**config.mk**
```make
export PLATFORM = sky130hd
export DESIGN_NAME = mem_stage
export DESIGN_NICKNAME = d
export VERILOG_FILES = /design/src/rtl/mem_stage.sv
export SDC_FILE = /design/constraint.sdc
export NUM_CORES = 1
export LEC_CHECK = 0
export CAP_MARGIN = 20
export CELL_PAD_IN_SITES_DETAIL_PLACEMENT = 1
export CELL_PAD_IN_SITES_GLOBAL_PLACEMENT = 1
export CORE_UTILIZATION = 36
export CTS_CLUSTER_DIAMETER = 80
export DETAILED_ROUTE_END_ITERATION = 7
export GPL_ROUTABILITY_DRIVEN = 0
export GPL_TIMING_DRIVEN = 0
export PLACE_DENSITY = 0.83
export SLEW_MARGIN = 15
export SYNTH_ARGS = -nofsm -noshare
export SYNTH_HDL_FRONTEND = slang
export SYNTH_SLANG_ARGS = --single-unit
```
**constraint.sdc**
```tcl
create_clock -name clk -period 5.38 [get_ports clk]
set_clock_uncertainty 0.1 [all_clocks]
set_input_delay 0.807 -clock clk [delete_from_list [all_inputs] [get_ports clk]]
set_output_delay 0.807 -clock clk [all_outputs]
set_load 0.005 [all_outputs]
```
**src/rtl/mem_stage.sv**
```systemverilog
// Memory-access stage: registers the EX bus, aligns/extends load data,
// and drives the write-back and forwarding buses.
module mem_stage #(
    parameter int EX_TO_MEM_WD = 76,
    parameter int MEM_TO_WB_WD = 70,
    parameter int MEM_TO_RF_WD = 38,
    parameter int LOAD_BUS_WD  = 5,
    parameter int STALL_BUS_WD = 6
) (
    input  logic                    clk,
    input  logic                    resetn,
    input  logic [STALL_BUS_WD-1:0] stall,
    input  logic [EX_TO_MEM_WD-1:0] ex_to_mem_bus,
    input  logic [LOAD_BUS_WD-1:0]  ex_load_bus,
    input  logic [31:0]             data_sram_rdata,
    output logic [MEM_TO_WB_WD-1:0] mem_to_wb_bus,
    output logic [MEM_TO_RF_WD-1:0] mem_to_rf_bus,
    output logic                    mem_is_load
);

    typedef enum logic {LIVE, HELD} state_t;

    logic [EX_TO_MEM_WD-1:0] bus_r;
    logic [LOAD_BUS_WD-1:0]  load_r;
    logic [31:0]             rdata_hold;
    state_t                  state;
    state_t                  state_nxt;

    logic        stall_mem;
    logic        stall_wb;
    logic        bubble;
    logic        capture;
    logic        advance;
    logic        go_held;

    logic [31:0] pc;
    logic        sel_rf_res;
    logic        rf_we;
    logic [4:0]  rf_waddr;
    logic [31:0] ex_result;
    logic [31:0] word;
    logic [7:0]  byte_sel;
    logic [15:0] half_sel;
    logic [31:0] load_data;
    logic [31:0] rf_wdata;

    // Store controls finish in EX; other stall bits belong to other stages.
    logic unused_bits;
    assign unused_bits = ^{bus_r[43:39], stall[2:0], stall[5]};

    assign stall_mem = stall[3];
    assign stall_wb  = stall[4];
    assign bubble    = stall_mem & ~stall_wb;
    assign capture   = ~stall_mem;
    assign advance   = capture | bubble;

    always_ff @(posedge clk or negedge resetn) begin
        if (!resetn) begin
            bus_r  <= '0;
            load_r <= '0;
        end else if (bubble) begin
            bus_r  <= '0;
            load_r <= '0;
        end else if (capture) begin
            bus_r  <= ex_to_mem_bus;
            load_r <= ex_load_bus;
        end
    end

    assign pc         = bus_r[75:44];
    assign sel_rf_res = bus_r[38];
    assign rf_we      = bus_r[37];
    assign rf_waddr   = bus_r[36:32];
    assign ex_result  = bus_r[31:0];
    assign mem_is_load = |load_r;

    assign go_held = stall_wb & mem_is_load;

    always_ff @(posedge clk or negedge resetn) begin
        if (!resetn) begin
            state      <= LIVE;
            rdata_hold <= '0;
        end else begin
            state <= state_nxt;
            if (state == LIVE && go_held)
                rdata_hold <= data_sram_rdata;
        end
    end

    always_comb begin
        state_nxt = state;
        unique case (state)
            LIVE: if (go_held) state_nxt = HELD;
            HELD: if (advance) state_nxt = LIVE;
            default: state_nxt = LIVE;
        endcase
    end

    always_comb begin
        word = (state == HELD) ? rdata_hold : data_sram_rdata;
    end

    always_comb begin
        byte_sel = '0;
        unique case (ex_result[1:0])
            2'd0: byte_sel = word[7:0];
            2'd1: byte_sel = word[15:8];
            2'd2: byte_sel = word[23:16];
            2'd3: byte_sel = word[31:24];
            default: byte_sel = '0;
        endcase
    end

    assign half_sel = ex_result[1] ? word[31:16] : word[15:0];

    always_comb begin
        load_data = '0;
        unique case (1'b1)
            load_r[4]: load_data = {{24{byte_sel[7]}}, byte_sel};
            load_r[3]: load_data = {24'd0, byte_sel};
            load_r[2]: load_data = {{16{half_sel[15]}}, half_sel};
            load_r[1]: load_data = {16'd0, half_sel};
            load_r[0]: load_data = word;
            default:   load_data = '0;
        endcase
    end

    assign rf_wdata      = sel_rf_res ? load_data : ex_result;
    assign mem_to_rf_bus = {rf_we, rf_waddr, rf_wdata};
    assign mem_to_wb_bus = {pc, mem_to_rf_bus};

endmodule

```
==> metrics.cfg, run 1 <==
[detailed_routing]
drt_iter0_drc=261
routed_wire_length_per_instance_um=18.6
vias=5703
drc=0
post_drt_via_cell_ratio=4.99
drt-total-wl_um=21200
dr.pass1.iters=4
ant_nets=0

[final_layout]
nets=1034
fin_util_pct=53.2
n_antenna_cell=0
drive_gt1_share_pct=19.8
syn_to_final_growth_pct=43.0

[place]
io_buffers=219
post-place-ws_ns=1.30
hpwlAfterDp_um=17000

[timing]
drv_slew=0
min_period_ns=4.09
fin_tns_setup_ns=0
rsz0062_at_grt=false
setup_viol=0
finalWorstSetupSlack_ns=1.29
max-slew-margin-rel_pct=57.7
whs_ns=0.265
worst_slew_pin_slew_ns=0.634
max_freq_mhz=244
min_period_over_period_pct=76.1
hold_viol_final=0

[cts]
cts.sinks=109
cts_setup_buffers=0
worstSkewPairLatency_ns=0.36
htreeDepth=3
cts_buffers=9
post_cts_resized=0
hold_buffers=0
root_buffer=clkbuf_16
clock_path_buffers=2
cts_tree=yes
clkTransAtPathRegs_ns=0.07

[power_and_ir_drop]
pwr-share-seq_pct=39.4
clock_power_share_pct=26.7
p_int_w=0.00175
p_per_area_nw_per_um2=269
ir_drop_mv=0.152
comb_power_share_pct=33.9
power_w=0.00249
p_sw_share_pct=29.9
net-switching-power_w=0.000745
power.leakage_nw=4.16

[die]
die_h_um=136
rows=48
io_pins=230
coreArea_um2=17500
fp.dieW_um=136
start_util_pct=37.2
die_area_um2=18600

[setup_path]
cp-end-kind=output port
required_ns=4.47
critPathArrivalTime_ns=3.19
path_class=in2out
crit_fanout=10
start_kind=input pin
rr_worst_depth=5

[min_path]
holdCritPathClass=in2async

[yosys]
synth_nets=803
yosys_warnings=0
seq_area_frac_synth_pct=42.0
synth_cells=682
syn-cell-area_um2=6500
synth_area_per_cell_um2=9.53
synthDistinctLibCells=46
synth-seq-cells=109

[global_routing]
grt_usage_pct=23.3
grt_overflow=0
grt_pass1_wl_um=32300
grt_pass1_vias=5869
antenna_found_initial=0
grt_max_degree=69

[flow_run]
drv_cap=0

[run_status]
status=completed

[layer usage]
| layer | track usage (%) | wire length, um | vias to the layer above |
|---|---|---|---|
| met5 | 0 | 0 | - |
| met4 | 8.58 | 452 | 0 |
| met3 | 6.26 | 1730 | 27 |
| met1 | 27.8 | 8510 | 2783 |
| met2 | 39.7 | 10500 | 200 |
| li1 | - | - | 2693 |
[cells by family (layout without fill, tap and decap cells)]
logic type / count (synthesis) / count (layout) / synth area share, %
mux: 81 / 81 / 14.7
flops: 109 / 109 / 42.0
buf+inv: 201 / 437 / 17.3
compound gates: 155 / 155 / 16.2
simple gates: 136 / 136 / 9.84
[flip-flops by register name (all words and copies together), names as in the netlist]
name        flops
rdata_hold     32
bus_r          71
state           1
load_r          5
[critical path: stages]
cell             delay (ns)
clkdlybuf4s50_1        0.52
mux2i_1                0.13
a22oi_2                0.32
nand3_2                0.18
buf_6                  0.18
a31oi_1                0.38
buf_4                  0.19
clkdlybuf4s50_1        0.49
[metrics by stage]
stage	area, um2	std cells
CTS	9290	1143
global route	9290	1143
floorplan	6500	682
finish	9290	1143
global placement	8970	1126
detailed placement	9000	1127
[area by class of cell]
type,instances,area (um2)
clock inverters,5,38.8
flip-flops and latches,109,2730
clock buffers,11,253
well taps,225,282
inverters,80,300
fillers,2017,8190
plain buffers,121,823
repair buffers,220,2220
multi-input cells,372,2650
[cells in the final DEF (no fill, tap or decap), types with 13 or more instances in the layout]
cell | synthesis | final
buf_4 | 81 | 81
clkbuf_1 | 20 | 20
clkdlybuf4s50_1 | 0 | 218
dfrtp_1 | 109 | 109
inv_1 | 80 | 80
mux2_2 | 30 | 30
mux2_4 | 13 | 13
mux2i_1 | 34 | 34
nand2_1 | 59 | 59
nand3_1 | 38 | 38
nor2_1 | 18 | 18
o21ai_0 | 84 | 84
[power by group through the flow]
stage / registers (W) / logic (W) / clock network (W)
2_1_floorplan: 0.000974 / 0.000444 / 0
3_3_place_gp: 0.000991 / 0.000825 / 0
3_5_place_dp: 0.000996 / 0.000849 / 0
4_1_cts: 0.000982 / 0.000852 / 0.000683
5_1_grt: 0.000993 / 0.000906 / 0.000709
6_report: 0.000983 / 0.000845 / 0.000666
[synth_stat cells, drive strengths merged]
master | count | area [um2]
dfrtp | 109 | 2730
buf | 101 | 748
o21ai | 85 | 425
inv | 80 | 300
nand2 | 59 | 221
mux2 | 44 | 544
nand3 | 39 | 200
mux2i | 34 | 340
clkbuf | 20 | 75.1
nor2 | 18 | 67.6
o221ai | 14 | 185
a31oi | 10 | 77.6
a21oi | 9 | 45.0
a22oi | 9 | 77.6
nand2b | 7 | 43.8
o22ai | 6 | 37.5
and2 | 4 | 27.5
nor2b | 4 | 25.0
a211oi | 3 | 22.5
a221o | 3 | 30.0
a41o | 3 | 30.0
mux4 | 3 | 67.6
o21a | 3 | 22.5
a221oi | 2 | 17.5
o21bai | 2 | 15.0
or2 | 2 | 12.5
a211o | 1 | 8.76
a21o | 1 | 7.51
a22o | 1 | 8.76
and3 | 1 | 6.26
nor3 | 1 | 16.3
nor3b | 1 | 18.8
o21ba | 1 | 10.0
o221a | 1 | 11.3
o31ai | 1 | 21.3
[final timing paths]
kind / startpoint / to / slack, ns
max in group asynchronous: resetn / bus_r[31] / 4.23
min reg2reg: bus_r[55] / bus_r[55] / 0.38
min in group clk: bus_r[55] / bus_r[55] / 0.38
min: resetn / rdata_hold[0] / 0.26
max: data_sram_rdata[31] / mem_to_wb_bus[14] / 1.29
max reg2reg: load_r[1] / rdata_hold[14] / 3.28
No activity file was read; power rests on OpenSTA's default activity.
==> inputs of run 2 (changes only) <==
CORE_UTILIZATION = 31   (was 36)
PLACE_DENSITY = 0.75   (was 0.83)
clock period = 3.6 ns   (was 5.38 ns; I/O delays follow)
==> metrics.cfg, run 2 (synthesized netlist as in run 1, its figures left out) <==
[setup_path]
cpMostUsedCell=clkdlybuf4s50_1
required_ns=2.96  ; -1.51 ns
path_class=in2out
worstPathCellList=clkdlybuf4s50_1, mux2i_1, a22oi_2, nand3_2, buf_6, a21oi_1, buf_4, clkdlybuf4s50_1
start_kind=input pin
max_stage_delay_ns=0.50  ; -0.02 ns
critPathArrivalTime_ns=2.89  ; -0.30 ns
critPathSlowestCell=clkdlybuf4s50_1
crit_fanout=10  ; unchanged
cp-end-kind=output port

[cts]
clkTransAtPathRegs_ns=0.07  ; about the same
cts_tree=yes
htreeDepth=3  ; unchanged
cts_buffers=9  ; unchanged
cts.sinks=109  ; unchanged
clock_path_buffers=2  ; unchanged
root_buffer=clkbuf_16
hold_buffers=0  ; unchanged
worstSkewPairLatency_ns=0.35  ; about the same

[die]
die_area_um2=21500  ; +16%
die_h_um=147  ; +7.7%
coreArea_um2=20400  ; +17%
rows=52  ; +8.3%
io_pins=230  ; unchanged
fp.dieW_um=147  ; +7.7%
start_util_pct=31.9  ; -5.3 points

[global_routing]
grt_overflow=0  ; unchanged
grt_pass1_wl_um=33700  ; +4.6%
grt_usage_pct=20.6  ; -2.6 points
grt_max_degree=64  ; -7.2%
antenna_found_initial=1  ; +1
grt_pass1_vias=5862  ; -0.12%

[power_and_ir_drop]
power.leakage_nw=4.23  ; +1.6%
net-switching-power_w=0.00114  ; +53%
clock_power_share_pct=27.9  ; +1.2 points
ir_drop_mv=0.229  ; +50%
p_sw_share_pct=29.7  ; -0.18 points
pwr-share-seq_pct=38.3  ; -1.1 points
p_int_w=0.00269  ; +54%
p_per_area_nw_per_um2=403  ; +50%
comb_power_share_pct=33.8  ; about the same
power_w=0.00383  ; +54%

[timing]
hold_viol_final=0  ; unchanged
worst_slew_pin_slew_ns=0.652  ; +0.0181 ns
whs_ns=0.0805  ; -0.184 ns
max-slew-margin-rel_pct=56.5  ; -1.2 points
setup_viol=0  ; unchanged
min_period_over_period_pct=98.1
drv_slew=0  ; unchanged
max_freq_mhz=283
min_period_ns=3.53
fin_tns_setup_ns=0  ; unchanged

[final_layout]
syn_to_final_growth_pct=46.2
layout_common_cells=clkdlybuf4s50_1, dfrtp_1, buf_4, o21ai_0, inv_1
largest_reg_flops=71  ; unchanged
seq_area_um2=2730  ; unchanged
drive_gt1_share_pct=21.3  ; +1.4 points
multi_input_area_um2=2700  ; +2.1%
nFillCells=2296  ; +14%
nets=1038  ; +0.39%
regMostFlops=bus_r
reg.largest.list=bus_r x71, rdata_hold x32, load_r x5
n_antenna_cell=0  ; unchanged
final_common_cell=clkdlybuf4s50_1

[detailed_routing]
drc=0  ; unchanged
ant_nets=0  ; unchanged
routed_wire_length_per_instance_um=18.3  ; -1.2%
drt-total-wl_um=21900  ; +3.1%
vias=5602  ; -1.8%
dr.pass1.iters=4  ; unchanged
post_drt_via_cell_ratio=4.70  ; -5.8%
drt_iter0_drc=223  ; -15%

[min_path]
holdCritPathClass=in2async

[run_status]
status=completed

[flow_run]
drv_cap=0  ; unchanged

[place]
io_buffers=219  ; unchanged
hpwlAfterDp_um=17300  ; +1.6%

-- run 2: what timing repair did --
item / CTS / global route
setup endpoints to repair: 8 / 25
resized for setup: 4 / 10
pin swaps: 0 / 2
cloned: 0 / 1
setup buffers: 0 / 3
-- run 2: final timing paths --
| kind | start | end | slack (ns) | cells after the start |
|---|---|---|---|---|
| max | data_sram_rdata[23] | mem_to_wb_bus[15] | 0.07 | 8 |
| min | resetn | rdata_hold[2] | 0.08 | 1 |
| max reg2reg | load_r[2] | rdata_hold[13] | 1.51 | 5 |
| min reg2reg | bus_r[68] | bus_r[68] | 0.38 | 2 |
| max in group asynchronous | resetn | bus_r[27] | 2.65 | 2 |
| min in group clk | bus_r[68] | bus_r[68] | 0.38 | 2 |
-- run 2: power groups by stage --
stage / registers (W) / clock network, W / logic [W]
after floorplan: 0.00145 / 0 / 0.000663
after global placement: 0.00148 / 0 / 0.00124
after detailed placement: 0.00149 / 0 / 0.00127
after CTS: 0.00147 / 0.00111 / 0.00128
after global routing: 0.00149 / 0.00114 / 0.00139
final: 0.00147 / 0.00107 / 0.00130
-- run 2: cell type report --
type                            count  share of cell area [%]
Timing Repair Buffer              224                    24.1
Sequential cell                   109                    28.7
Buffer                            121                    8.73
Inverter                           80                    3.16
Multi-Input combinational cell    372                    28.4
Clock buffer                       10                    2.52
Clock inverter                      6                   0.817
Tap cell                          270                    3.56
-- run 2: worst max-delay path: cells and delay by family --
kind,cells,cell delay [ns]
AND/OR/NAND/NOR,1,0.18
buffers and inverters,4,1.35
AO/OA/AOI/OAI,2,0.64
multiplexers,1,0.17
-- run 2: metal layers --
layer  up-vias  global-route usage (%)  wire (um)
li1       2702                       -          -
met1      2722                    23.9       8860
met2       164                    35.6      10900
met3        14                    8.04       1830
met4         0                    4.79        301
met5         -                       0          0
-- run 2: through the flow --
| stage | cell area, um2 | std cells | setup WS [ns] | utilization [%] |
|---|---|---|---|---|
| 2_1_floorplan | 6500 | 682 | 1.09 | - |
| 3_3_place_gp | 9030 | 1171 | -2.58 | 44.3 |
| 3_5_place_dp | 9050 | 1172 | 0.0196 | 44.5 |
| 4_1_cts | 9390 | 1188 | 0.0000246 | 46.1 |
| 5_1_grt | 9500 | 1192 | -0.00147 | 46.6 |
| 6_report | 9500 | 1192 | 0.0673 | 46.6 |
